`config.mk`:
```
export PLATFORM = sky130hd
export DESIGN_NAME = prio_encoder_seq
export DESIGN_NICKNAME = d
export VERILOG_FILES = /design/src/rtl/prio_encoder_seq.sv
export SDC_FILE = /design/constraint.sdc
export NUM_CORES = 1
export LEC_CHECK = 0
export CAP_MARGIN = 20
export CORE_MARGIN = 8
export CORE_UTILIZATION = 55
export CTS_CLUSTER_DIAMETER = 150
export DETAILED_ROUTE_END_ITERATION = 6
export DONT_BUFFER_PORTS = 1
export PLACE_DENSITY = 0.7
export SKIP_LAST_GASP = 1
export SLEW_MARGIN = 10
export SYNTH_ARGS = -nofsm -noshare
export SYNTH_HDL_FRONTEND = slang
export SYNTH_SLANG_ARGS = --single-unit
```
`constraint.sdc`:
```
create_clock -name clk -period 3.4 [get_ports clk]
set_input_delay 0.17 -clock clk [delete_from_list [all_inputs] [get_ports clk]]
set_output_delay 0.17 -clock clk [all_outputs]
set_load 0.05 [all_outputs]
```
`src/rtl/prio_encoder_seq.sv`:
```
`default_nettype none
// ============================================================================
// Module   : prio_encoder_seq
// Brief    : Synchronised, debounced, direction-selectable priority encoder
//            with hold, change strobe/counter and registered 7-seg digit.
// Revision : 1.0  initial release
// ============================================================================
module prio_encoder_seq #(
    parameter int N          = 8,
    parameter int W          = $clog2(N),
    parameter int DEB_CYCLES = 4
) (
    input  logic         clk,
    input  logic         rst,
    input  logic [N-1:0] x,
    input  logic         en,
    input  logic         lsb_first,
    input  logic         hold,
    output logic [W-1:0] y,
    output logic         valid,
    output logic         changed,
    output logic [7:0]   chg_cnt,
    output logic [7:0]   seg
);

    localparam int            c_CNT_W   = (DEB_CYCLES > 1) ? $clog2(DEB_CYCLES) : 1;
    localparam logic [c_CNT_W-1:0] c_CNT_MAX = c_CNT_W'(DEB_CYCLES - 1);

    logic [N:0]         r_sync1;
    logic [N:0]         r_s;
    logic [N:0]         r_cand;
    logic [N:0]         r_stable;
    logic [c_CNT_W-1:0] r_cnt;

    logic [W-1:0]       w_idx;
    logic               w_v;
    logic [6:0]         w_glyph;

    // Bit N carries en alongside x so both are debounced as one vector.
    always_ff @(posedge clk or posedge rst) begin
        if (rst) begin
            r_sync1  <= '0;
            r_s      <= '0;
            r_cand   <= '0;
            r_stable <= '0;
            r_cnt    <= '0;
        end else begin
            r_sync1 <= {en, x};
            r_s     <= r_sync1;
            if (r_s != r_cand) begin
                r_cand <= r_s;
                r_cnt  <= '0;
            end else if (r_cnt == c_CNT_MAX && r_cand != r_stable) begin
                r_stable <= r_cand;
            end else if (r_cnt != c_CNT_MAX) begin
                r_cnt <= r_cnt + c_CNT_W'(1);
            end
        end
    end

    // Later loop iterations overwrite earlier ones, so scan order picks the winner.
    always_comb begin
        w_idx = '0;
        w_v   = 1'b0;
        if (r_stable[N] && (|r_stable[N-1:0])) begin
            w_v = 1'b1;
            if (lsb_first) begin
                for (int i = N - 1; i >= 0; i--) begin
                    if (r_stable[i]) w_idx = W'(i);
                end
            end else begin
                for (int i = 0; i < N; i++) begin
                    if (r_stable[i]) w_idx = W'(i);
                end
            end
        end
    end

    always_comb begin
        w_glyph = 7'h7F;
        case (4'(w_idx))
            4'h0: w_glyph = 7'h40;
            4'h1: w_glyph = 7'h79;
            4'h2: w_glyph = 7'h24;
            4'h3: w_glyph = 7'h30;
            4'h4: w_glyph = 7'h19;
            4'h5: w_glyph = 7'h12;
            4'h6: w_glyph = 7'h02;
            4'h7: w_glyph = 7'h78;
            4'h8: w_glyph = 7'h00;
            4'h9: w_glyph = 7'h10;
            4'hA: w_glyph = 7'h08;
            4'hB: w_glyph = 7'h03;
            4'hC: w_glyph = 7'h46;
            4'hD: w_glyph = 7'h21;
            4'hE: w_glyph = 7'h06;
            4'hF: w_glyph = 7'h0E;
            default: w_glyph = 7'h7F;
        endcase
    end

    // seg is registered with y/valid so hold freezes the whole display.
    always_ff @(posedge clk or posedge rst) begin
        if (rst) begin
            y       <= '0;
            valid   <= 1'b0;
            changed <= 1'b0;
            chg_cnt <= 8'd0;
            seg     <= 8'hFF;
        end else if (hold) begin
            changed <= 1'b0;
        end else begin
            y     <= w_idx;
            valid <= w_v;
            seg   <= w_v ? {~lsb_first, w_glyph} : 8'hFF;
            if ({w_idx, w_v} != {y, valid}) begin
                changed <= 1'b1;
                chg_cnt <= chg_cnt + 8'd1;
            end else begin
                changed <= 1'b0;
            end
        end
    end

endmodule
`default_nettype wire

```
==> results.yml <==
yosys:
  synth_area_mm2: 0.002828
  yosysTopAreaCellShare_pct: 45.13
  synth_edf_count: 0
  yosysWarnings: 0
  avgSynthCellArea_um2: 11.09
  synthTopCellsByArea: "dfrtp_1 (45%), dfstp_2 (7.4%), mux2_2 (3.6%)"
  yosysMostFrequentCell: "dfrtp_1"
  ys_ff_latch: 59
  yosysSeqAreaShare_pct: 52.57
  async_reset_ff_share_pct: 100.0
  synth_cell_types: 51
  yosys.area.top_type: "dfrtp_1"
  syn_nets: 275
  synth-main-ff-cell: "dfrtp_1"
  syn-instance-count: 255
  synth_common_cells: "dfrtp_1 (51), nand2_1 (20), inv_1 (14), nor2_1 (14), o21ai_0 (14)"
clock_tree:
  cts_setup_buffers: 0
  tritoncts: "yes"
  clk_pin_slew_ns: 0.07
  post_cts_resized: 0
  clockBufferDepth: 2
  clockRootBuffer: "clkbuf_8"
  cts.sinks: 59
  htreeDepth: 3
  cts_made_buffers: 9
  insertion_delay_ns: 0.33
  cts-hold-fix-buffers: 11
detailed_routing:
  drc: 0
  post_drt_via_cell_ratio: 5.512
  drt-pass1-iter-count: 4
  wire_per_inst_um: 15.80
  antenna_left: 0
  drtIter0Drc: 76
  dr_total_vias: 1863
  wirelength_um: 5340
critical_path:
  cp-end-kind: "flop"
  cp.arrival_ns: 2.57
  path_cells: "or4_1 > o21ai_1 > nand2_1 > o211a_1 > o211a_4 > o311ai_4"
  crit_fanout: 10
  worstSetupPathType: "flop to flop"
  cp_slowest_cell: "or4_1"
  cp-start-kind: "flop"
  required_ns: 3.64
  critPathMaxStageDelay_ns: 0.62
sta:
  hold_violations: 0
  max_freq_mhz: 428.1
  clock_skew_ns: 0.007300
  worst_pin_slew_ns: 0.8364
  setup-tns-final_ns: 0
  whs_ns: 0.03738
  setup_viol: 0
  min_period_ns: 2.336
  finalWorstSetupSlack_ns: 1.064
  fin_crit_sh_pct: 68.71
  rsz0062_at_grt: "false"
  relSlewSlack_pct: 44.16
  finalMaxSlewViolations: 0
die:
  design.die.area_mm2: 0.007691
  core_area_mm2: 0.005042
  die_h_um: 87.70
  dieWidth_um: 87.70
  ios: 34
  initial_utilization_pct: 56.08
  row_count: 26
grt:
  antenna_found_initial: 0
  grt_pass1_wl_um: 9170
  grtUsageTotal_pct: 15.49
  grt_overflow: 0
  grt_pass1_vias: 1936
  grt_max_degree: 43
min_path:
  min_path_type: "primary input to flop"
placement:
  preCtsSetupSlack_ns: 1.114
  placed_cell_area_mm2: 0.002859
  hpwlAfterDp_um: 3708
  portBuffers: 0
  globalplace.congestion: 0.8165
layout:
  n_antenna_cell: 0
  fill_cells: 379
  multiInputGateArea_mm2: 0.001217
  drive_gt1_share_pct: 17.54
  area_growth_pct: 13.50
  fin_area_mm2: 0.003209
  ff_latch_area_mm2: 0.001486
  num-nets-final: 283
flow_run:
  cap_violations: 0
power_and_ir_drop:
  peakVddDrop_mv: 0.4719
  leakage_nw: 1.383
  pwr_density_cell_mw_per_mm2: 497.7
run_status:
  status: "completed"
[cells by family (layout without fill, tap and decap cells)]
family / after synthesis / in the layout / synth area share (%)
buffers and inverters: 30 / 43 / 4.380
AOI/OAI and AO/OA: 58 / 58 / 16.02
and+or+nand+nor: 70 / 70 / 13.01
muxes: 11 / 11 / 4.735
xor gates and xnor gates: 20 / 20 / 6.195
DFF: 59 / 59 / 52.57
adders and majority gates: 7 / 7 / 3.097
[area by class of cell]
| type | instances | area share, % |
|---|---|---|
| clock buffers | 10 | 3.977 |
| clock inverters | 6 | 3.509 |
| inverters | 14 | 1.637 |
| multi-input cells | 166 | 37.93 |
| flip-flops and latches | 59 | 46.32 |
| well taps | 70 | 2.729 |
| repair buffers | 13 | 3.899 |
[registers in the layout, summed over array words and instances, names as in the netlist]
register / cells
r_s: 9
chg_cnt: 8
valid: 1
seg: 8
y: 3
r_cand: 9
r_cnt: 2
r_sync1: 9
changed: 1
r_stable: 9
[final timing paths]
| check | slack [ns] | cells after the start | end | from |
|---|---|---|---|---|
| min reg2reg | 0.35 | 0 | r_s[5]$_DFF_PP0_ | r_sync1[5]$_DFF_PP0_ |
| max reg2reg | 1.06 | 6 | chg_cnt[6]$_DFFE_PP0P_ | r_stable[4]$_DFFE_PP0P_ |
| min | 0.04 | 2 | seg[4]$_DFFE_PP1N_ | hold |
| max | 1.06 | 6 | chg_cnt[6]$_DFFE_PP0P_ | r_stable[4]$_DFFE_PP0P_ |
| min in group asynchronous | 0.46 | 2 | r_cand[7]$_DFFE_PP0P_ | rst |
| max in group asynchronous | 2.17 | 3 | r_cand[8]$_DFFE_PP0P_ | rst |
[routing by layer]
| layer | global-route usage [%] | part of all wire, % | vias up |
|---|---|---|---|
| met1 | 17.93 | 45 | 911 |
| met4 | 8.281 | 2.1 | 0 |
| li1 | - | - | 912 |
| met5 | 0 | 0 | - |
| met2 | 24.42 | 47 | 30 |
| met3 | 5.722 | 5.2 | 10 |
[report_power, final]
group,switching (mW),total (mW),internal (mW)
logic,0.0407,0.0770,0.0363
clock network,0.280,0.770,0.490
registers,0.0282,0.750,0.722
[stage by stage]
step	instances	util [%]	power, mW
final	338	63.65	1.597
after global routing	338	63.65	1.664
after CTS	338	63.65	1.618
after detailed placement	311	56.70	0.8296
after global placement	311	56.70	0.8271
after floorplan	255	-	0.8204
[layout by cell type, fill, tap and decap left out, types with 8 or more instances in the layout]
| cell | count |
|---|---|
| a21oi_1 | 10 |
| clkbuf_8 | 9 |
| dfrtp_1 | 51 |
| dfstp_2 | 8 |
| dlygate4sd3_1 | 11 |
| inv_1 | 13 |
| mux2_2 | 9 |
| nand2_1 | 20 |
| nor2_1 | 14 |
| o2111ai_1 | 8 |
| o21ai_0 | 14 |
| xnor2_1 | 9 |
| xor2_1 | 11 |
[worst max-delay path: cells and delay by family, from the launching register on]
kind | cells | cell delay [ns]
flops | 1 | 0.44
compound gates | 4 | 1.06
simple gates | 2 | 0.74
No activity file was read; power rests on OpenSTA's default activity.
